===== config.mk =====
export PLATFORM = sky130hd
export DESIGN_NAME = hue_stage1
export DESIGN_NICKNAME = d
export VERILOG_FILES = /design/src/rtl/hue_pkg.sv /design/src/rtl/hue_stage1.sv
export SDC_FILE = /design/constraint.sdc
export NUM_CORES = 1
export LEC_CHECK = 0
export ABC_AREA = 1
export BUFFER_PORTS_ARGS = -buffer_cell sky130_fd_sc_hd__buf_4
export CORE_MARGIN = 3
export CORE_UTILIZATION = 55
export CTS_CLUSTER_DIAMETER = 200
export DETAILED_ROUTE_END_ITERATION = 8
export PLACE_DENSITY = 0.85
export SLEW_MARGIN = 15
export SYNTH_ARGS = -nofsm -noshare
export SYNTH_HDL_FRONTEND = slang
export SYNTH_SLANG_ARGS = --single-unit

===== constraint.sdc =====
create_clock -name i_clk -period 6.2 [get_ports i_clk]
set_input_delay 1.86 -clock i_clk [delete_from_list [all_inputs] [get_ports i_clk]]
set_output_delay 1.86 -clock i_clk [all_outputs]
set_load 0.01 [all_outputs]

===== src/rtl/hue_pkg.sv =====
// Shared constants for the hue pipeline: function codes, sector offsets, wrap value.
package hue_pkg;

  localparam logic [1:0] FN_RMAX = 2'b00;
  localparam logic [1:0] FN_GMAX = 2'b01;
  localparam logic [1:0] FN_BMAX = 2'b10;
  localparam logic [1:0] FN_GRAY = 2'b11;

  localparam logic [8:0] HUE_OFS_R = 9'd0;
  localparam logic [8:0] HUE_OFS_G = 9'd120;
  localparam logic [8:0] HUE_OFS_B = 9'd240;

  localparam int HUE_WRAP      = 360;
  localparam int FRAC_BITS_DEF = 8;

  function automatic logic [8:0] hue_ofs(input logic [1:0] fn);
    case (fn)
      FN_GMAX: return HUE_OFS_G;
      FN_BMAX: return HUE_OFS_B;
      default: return HUE_OFS_R;
    endcase
  endfunction

endpackage


===== src/rtl/hue_stage1.sv =====
// Hue back-end: clamp/x60, sector offset, round/wrap to 0..359; 3-cycle pipeline.
// Build option HUE_ROUND_EN selects round-half-up instead of floor truncation.
module hue_stage1
  import hue_pkg::*;
#(
  parameter int DATA_W    = 16,
  parameter int FRAC_BITS = FRAC_BITS_DEF,
  parameter int HUE_W     = 9
) (
  input  logic                     i_clk,
  input  logic                     i_rstn,
  input  logic signed [DATA_W-1:0] i_data,
  input  logic [1:0]               i_function,
  input  logic                     i_valid,
  output logic [HUE_W-1:0]         o_hue,
  output logic                     o_valid,
  output logic                     o_gray,
  output logic                     o_range_err
);

  localparam int STAGES = 3;
  localparam int SUM_W  = DATA_W + 2;
  localparam logic signed [DATA_W-1:0] ONE  = DATA_W'(1 << FRAC_BITS);
  localparam logic signed [SUM_W-1:0]  WRAP = SUM_W'(HUE_WRAP);

  logic [STAGES:1] vld_pipe_d, vld_pipe_q;

  // stage A
  logic signed [DATA_W-1:0] ratio;
  logic signed [DATA_W-1:0] prod_d, prod_q;
  logic [1:0]               fn_a_d, fn_a_q;
  logic                     rerr_a_d, rerr_a_q;

  // stage B
  logic signed [SUM_W-1:0]  ofs_fx;
  logic signed [SUM_W-1:0]  sum_d, sum_q;
  logic                     gray_b_d, gray_b_q;
  logic                     rerr_b_d, rerr_b_q;

  // stage C
  logic signed [SUM_W-1:0]  rnd, int_c, wrapped;
  logic [HUE_W-1:0]         hue_d, hue_q;
  logic                     gray_d, gray_q;
  logic                     rerr_d, rerr_q;

  always_comb begin
    vld_pipe_d = {vld_pipe_q[STAGES-1:1], i_valid};
    if (!i_rstn) vld_pipe_d = '0;
  end

  // Idle cycles push a zero ratio so stale data never raises range_err.
  always_comb begin
    ratio    = '0;
    rerr_a_d = 1'b0;
    if (i_valid) begin
      if (i_data > ONE) begin
        ratio    = ONE;
        rerr_a_d = 1'b1;
      end else if (i_data < -ONE) begin
        ratio    = -ONE;
        rerr_a_d = 1'b1;
      end else begin
        ratio    = i_data;
      end
    end
    prod_d = (ratio <<< 6) - (ratio <<< 2);
    fn_a_d = i_function;
    if (!i_rstn) begin
      prod_d   = '0;
      fn_a_d   = '0;
      rerr_a_d = 1'b0;
    end
  end

  always_comb begin
    ofs_fx   = SUM_W'(hue_ofs(fn_a_q));
    ofs_fx   = ofs_fx << FRAC_BITS;
    sum_d    = SUM_W'(prod_q) + ofs_fx;
    gray_b_d = vld_pipe_q[1] && (fn_a_q == FN_GRAY);
    rerr_b_d = vld_pipe_q[1] && rerr_a_q;
    if (fn_a_q == FN_GRAY) sum_d = '0;
    if (!i_rstn) begin
      sum_d    = '0;
      gray_b_d = 1'b0;
      rerr_b_d = 1'b0;
    end
  end

`ifdef HUE_ROUND_EN
  localparam logic signed [SUM_W-1:0] HALF = SUM_W'(1) << (FRAC_BITS - 1);
  assign rnd = sum_q + HALF;
`else
  assign rnd = sum_q;
`endif

  // Clamped inputs keep the integer part within one wrap period of 0..359.
  always_comb begin
    int_c   = rnd >>> FRAC_BITS;
    wrapped = int_c;
    if (int_c < 0)          wrapped = int_c + WRAP;
    else if (int_c >= WRAP) wrapped = int_c - WRAP;
    hue_d  = HUE_W'(wrapped);
    gray_d = vld_pipe_q[2] && gray_b_q;
    rerr_d = vld_pipe_q[2] && rerr_b_q;
    if (!i_rstn) begin
      hue_d  = '0;
      gray_d = 1'b0;
      rerr_d = 1'b0;
    end
  end

  always_ff @(posedge i_clk) begin
    vld_pipe_q <= vld_pipe_d;
    prod_q     <= prod_d;
    fn_a_q     <= fn_a_d;
    rerr_a_q   <= rerr_a_d;
    sum_q      <= sum_d;
    gray_b_q   <= gray_b_d;
    rerr_b_q   <= rerr_b_d;
    hue_q      <= hue_d;
    gray_q     <= gray_d;
    rerr_q     <= rerr_d;
  end

  assign o_hue       = hue_q;
  assign o_valid     = vld_pipe_q[STAGES];
  assign o_gray      = gray_q;
  assign o_range_err = rerr_q;

endmodule


==> flow_summary.ini <==
[status]
status = finished, final reports clean

[finish]
fillers = 346
nets = 408
final_cells = 421
layout-drive-gt1-share = 0.202
register_area_um2 = 741
multi_input_area_um2 = 1360
final_area_um2 = 2760
layout_common_cells = 69 x nand2_1, 60 x inv_1, 41 x nor2_1
final_common_cell = nand2_1
syn2layout_area_growth_pct = 15.8
diodes = 0

[clock_network]
cts_tree = yes
post_cts_buffers = 0
clock_latency_ps = 280
ctsHoldBuffers = 0
clock-sinks = 37
clock_tree.buffer_depth = 2
htree_levels = 2
cts_root_buf = clkbuf_8
clk_pin_slew_ps = 60
cts_buffers = 5
ctsResizeCount = 0

[grt]
grt_pass1_vias = 2080
antenna_found_initial = 0
grt_pass1_wl_um = 8320
overflow = 0
grt_max_degree = 22
track_usage = 0.200

[pwr]
ir_drop_uv = 154
p_leak_nw = 1.50
powerDensity_nw_per_um2 = 231
power_mw = 0.636

[placement]
dp_slack_ps = 2060
port_buffers = 32
gp_congestion = 0.945
dp_hpwl_um = 3800
place_area_um2 = 2640
dp_cells = 413

[worst_setup_path]
r2r_start = fn_a_q[0]$_SDFF_PN0_
arrival_ps = 4100
rr_endpoint = rnd[16]$_SDFF_PP0_
cp-start-kind = primary input
crit_fanout = 14
required_ps = 6370
reg2reg_depth = 14
end_kind = flop
critPathKind = in2reg
regToRegSetupSlack_ps = 4010

[synthesis]
synth_nets = 375
syn_inst = 337
yosys_warnings = 0
synthArstFlopShare = 0
yosys-top-cells-area = dfxtp_1 31%, nand2_1 11%, inv_1 9.5%
postSynthAreaPerCell_um2 = 7.07
ys_ff_latch = 37
synth_top_area_share = 0.311
yosysSeqAreaShare = 0.311
syn_area_um2 = 2380
synth-edff-count = 0
synthDistinctLibCells = 42
yosysTopAreaCell = dfxtp_1
synth_top_flop_cell = dfxtp_1

[route]
drt_first_iter_violations = 74
wl_um = 4810
avgRoutedWirePerCell_um = 11.4
ant_nets = 0
dr.pass1.iters = 4
num_vias = 2166
drc_errors = 0
avgViaCountPerCell = 5.14

[floorplan]
io_pins = 33
start_util = 0.583
die_area_um2 = 5160
core_um2 = 4090
std_cell_rows = 23
dieWidth_um = 71.8
fp.dieH_um = 71.8

[timing]
setup_ws_ps = 2270
setup_tns_ps = 0
max_slew_margin = 0.649
fmax_ghz = 0.255
slew_viol_final = 0
worst_pin_slew_ps = 526
fin_crit_sh = 0.633
clock_skew_ps = 9.62
finalHoldViolations = 0
period_needed_ps = 3930
rsz0062_at_grt = no
setup_viol = 0

[worst_hold_path]
min_to = o_hue[0]$_SDFF_PN0_
hold_depth = 2
worstHoldStart = rnd[8]$_SDFF_PP0_
hold_path_class = reg2reg

[job]
drv_cap = 0
cells in the mapped netlist (3+ instances only):
cell type	instances
nand3_2	5
a21oi_2	3
inv_1	60
ha_1	16
dfxtp_1	37
nand4_1	6
o21ai_0	10
o22ai_1	4
nand2_1	69
nor2_2	6
inv_2	3
a21oi_1	20
o21bai_1	3
nand4_2	4
nor2_1	41
nand3_1	12
buf_2	3
nor3_1	4
nand2_2	4
registers in the layout (all words and copies together) (netlist names):
name / flops
rerr_a_q: 1
vld_pipe_q: 3
o_hue: 9
o_gray: 1
fn_a_q: 2
o_range_err: 1
rerr_b_q: 1
gray_b_q: 1
prod_q: 8
rnd: 10
per-layer routing:
metal	share of wire	GRT usage	vias to the layer above
met3	0.034	0.0379	8
li1	-	-	1145
met2	0.53	0.378	40
met5	0	0	-
met4	0.017	0.0835	0
met1	0.42	0.216	973
per-stage QoR:
stage          hold WS (ps)  utilization
2_1_floorplan           386            -
3_3_place_gp            393        0.646
3_5_place_dp            398        0.646
4_1_cts                 410        0.675
5_1_grt                 437        0.675
6_report                408        0.675
power breakdown:
group / switching [mW] / internal (mW)
Sequential: 0.0122 / 0.260
Combinational: 0.0898 / 0.0631
Clock: 0.0799 / 0.131
Total: 0.182 / 0.454
worst max-delay path by stage:
stage,start,to,slack [ps],cells after the start
floorplan,i_data[10],prod_q[10]$_SDFF_PN0_,2470,18
global placement,i_data[12],prod_q[13]$_SDFF_PN0_,2140,17
detailed placement,i_data[15],prod_q[13]$_SDFF_PN0_,2060,17
CTS,i_data[15],prod_q[10]$_SDFF_PN0_,2290,18
global route,i_data[15],prod_q[10]$_SDFF_PN0_,2060,18
finish,i_data[15],prod_q[10]$_SDFF_PN0_,2270,18
layout make-up:
class	count	share of cell area
Clock buffer	7	0.0313
Clock inverter	1	0.0109
Sequential cell	37	0.269
Inverter	63	0.0858
Timing Repair Buffer	32	0.0871
Tap cell	50	0.0227
Multi-Input combinational cell	231	0.494
critical path: stages:
cell and delay (ps):
buf_4 140, nor2_1 100, nand2_1 80, nor2_1 170, nor2_2 70, nand2_4 200, nand2_4 90, inv_1 100
nand3_1 130, ha_1 390, a21oi_1 160, inv_1 90, a21oi_2 190, inv_2 70, nand2_2 80, nand2_1 60
nand2_1 70, a21oi_2 50
cell families after synthesis:
logic type	count (synthesis)	share of synthesized area
simple gates	161	0.337
flops	37	0.311
buf+inv	69	0.118
xor+xnor	2	0.00735
compound gates	51	0.134
fa+ha+maj	17	0.0924
No activity file was read; power rests on OpenSTA's default activity.
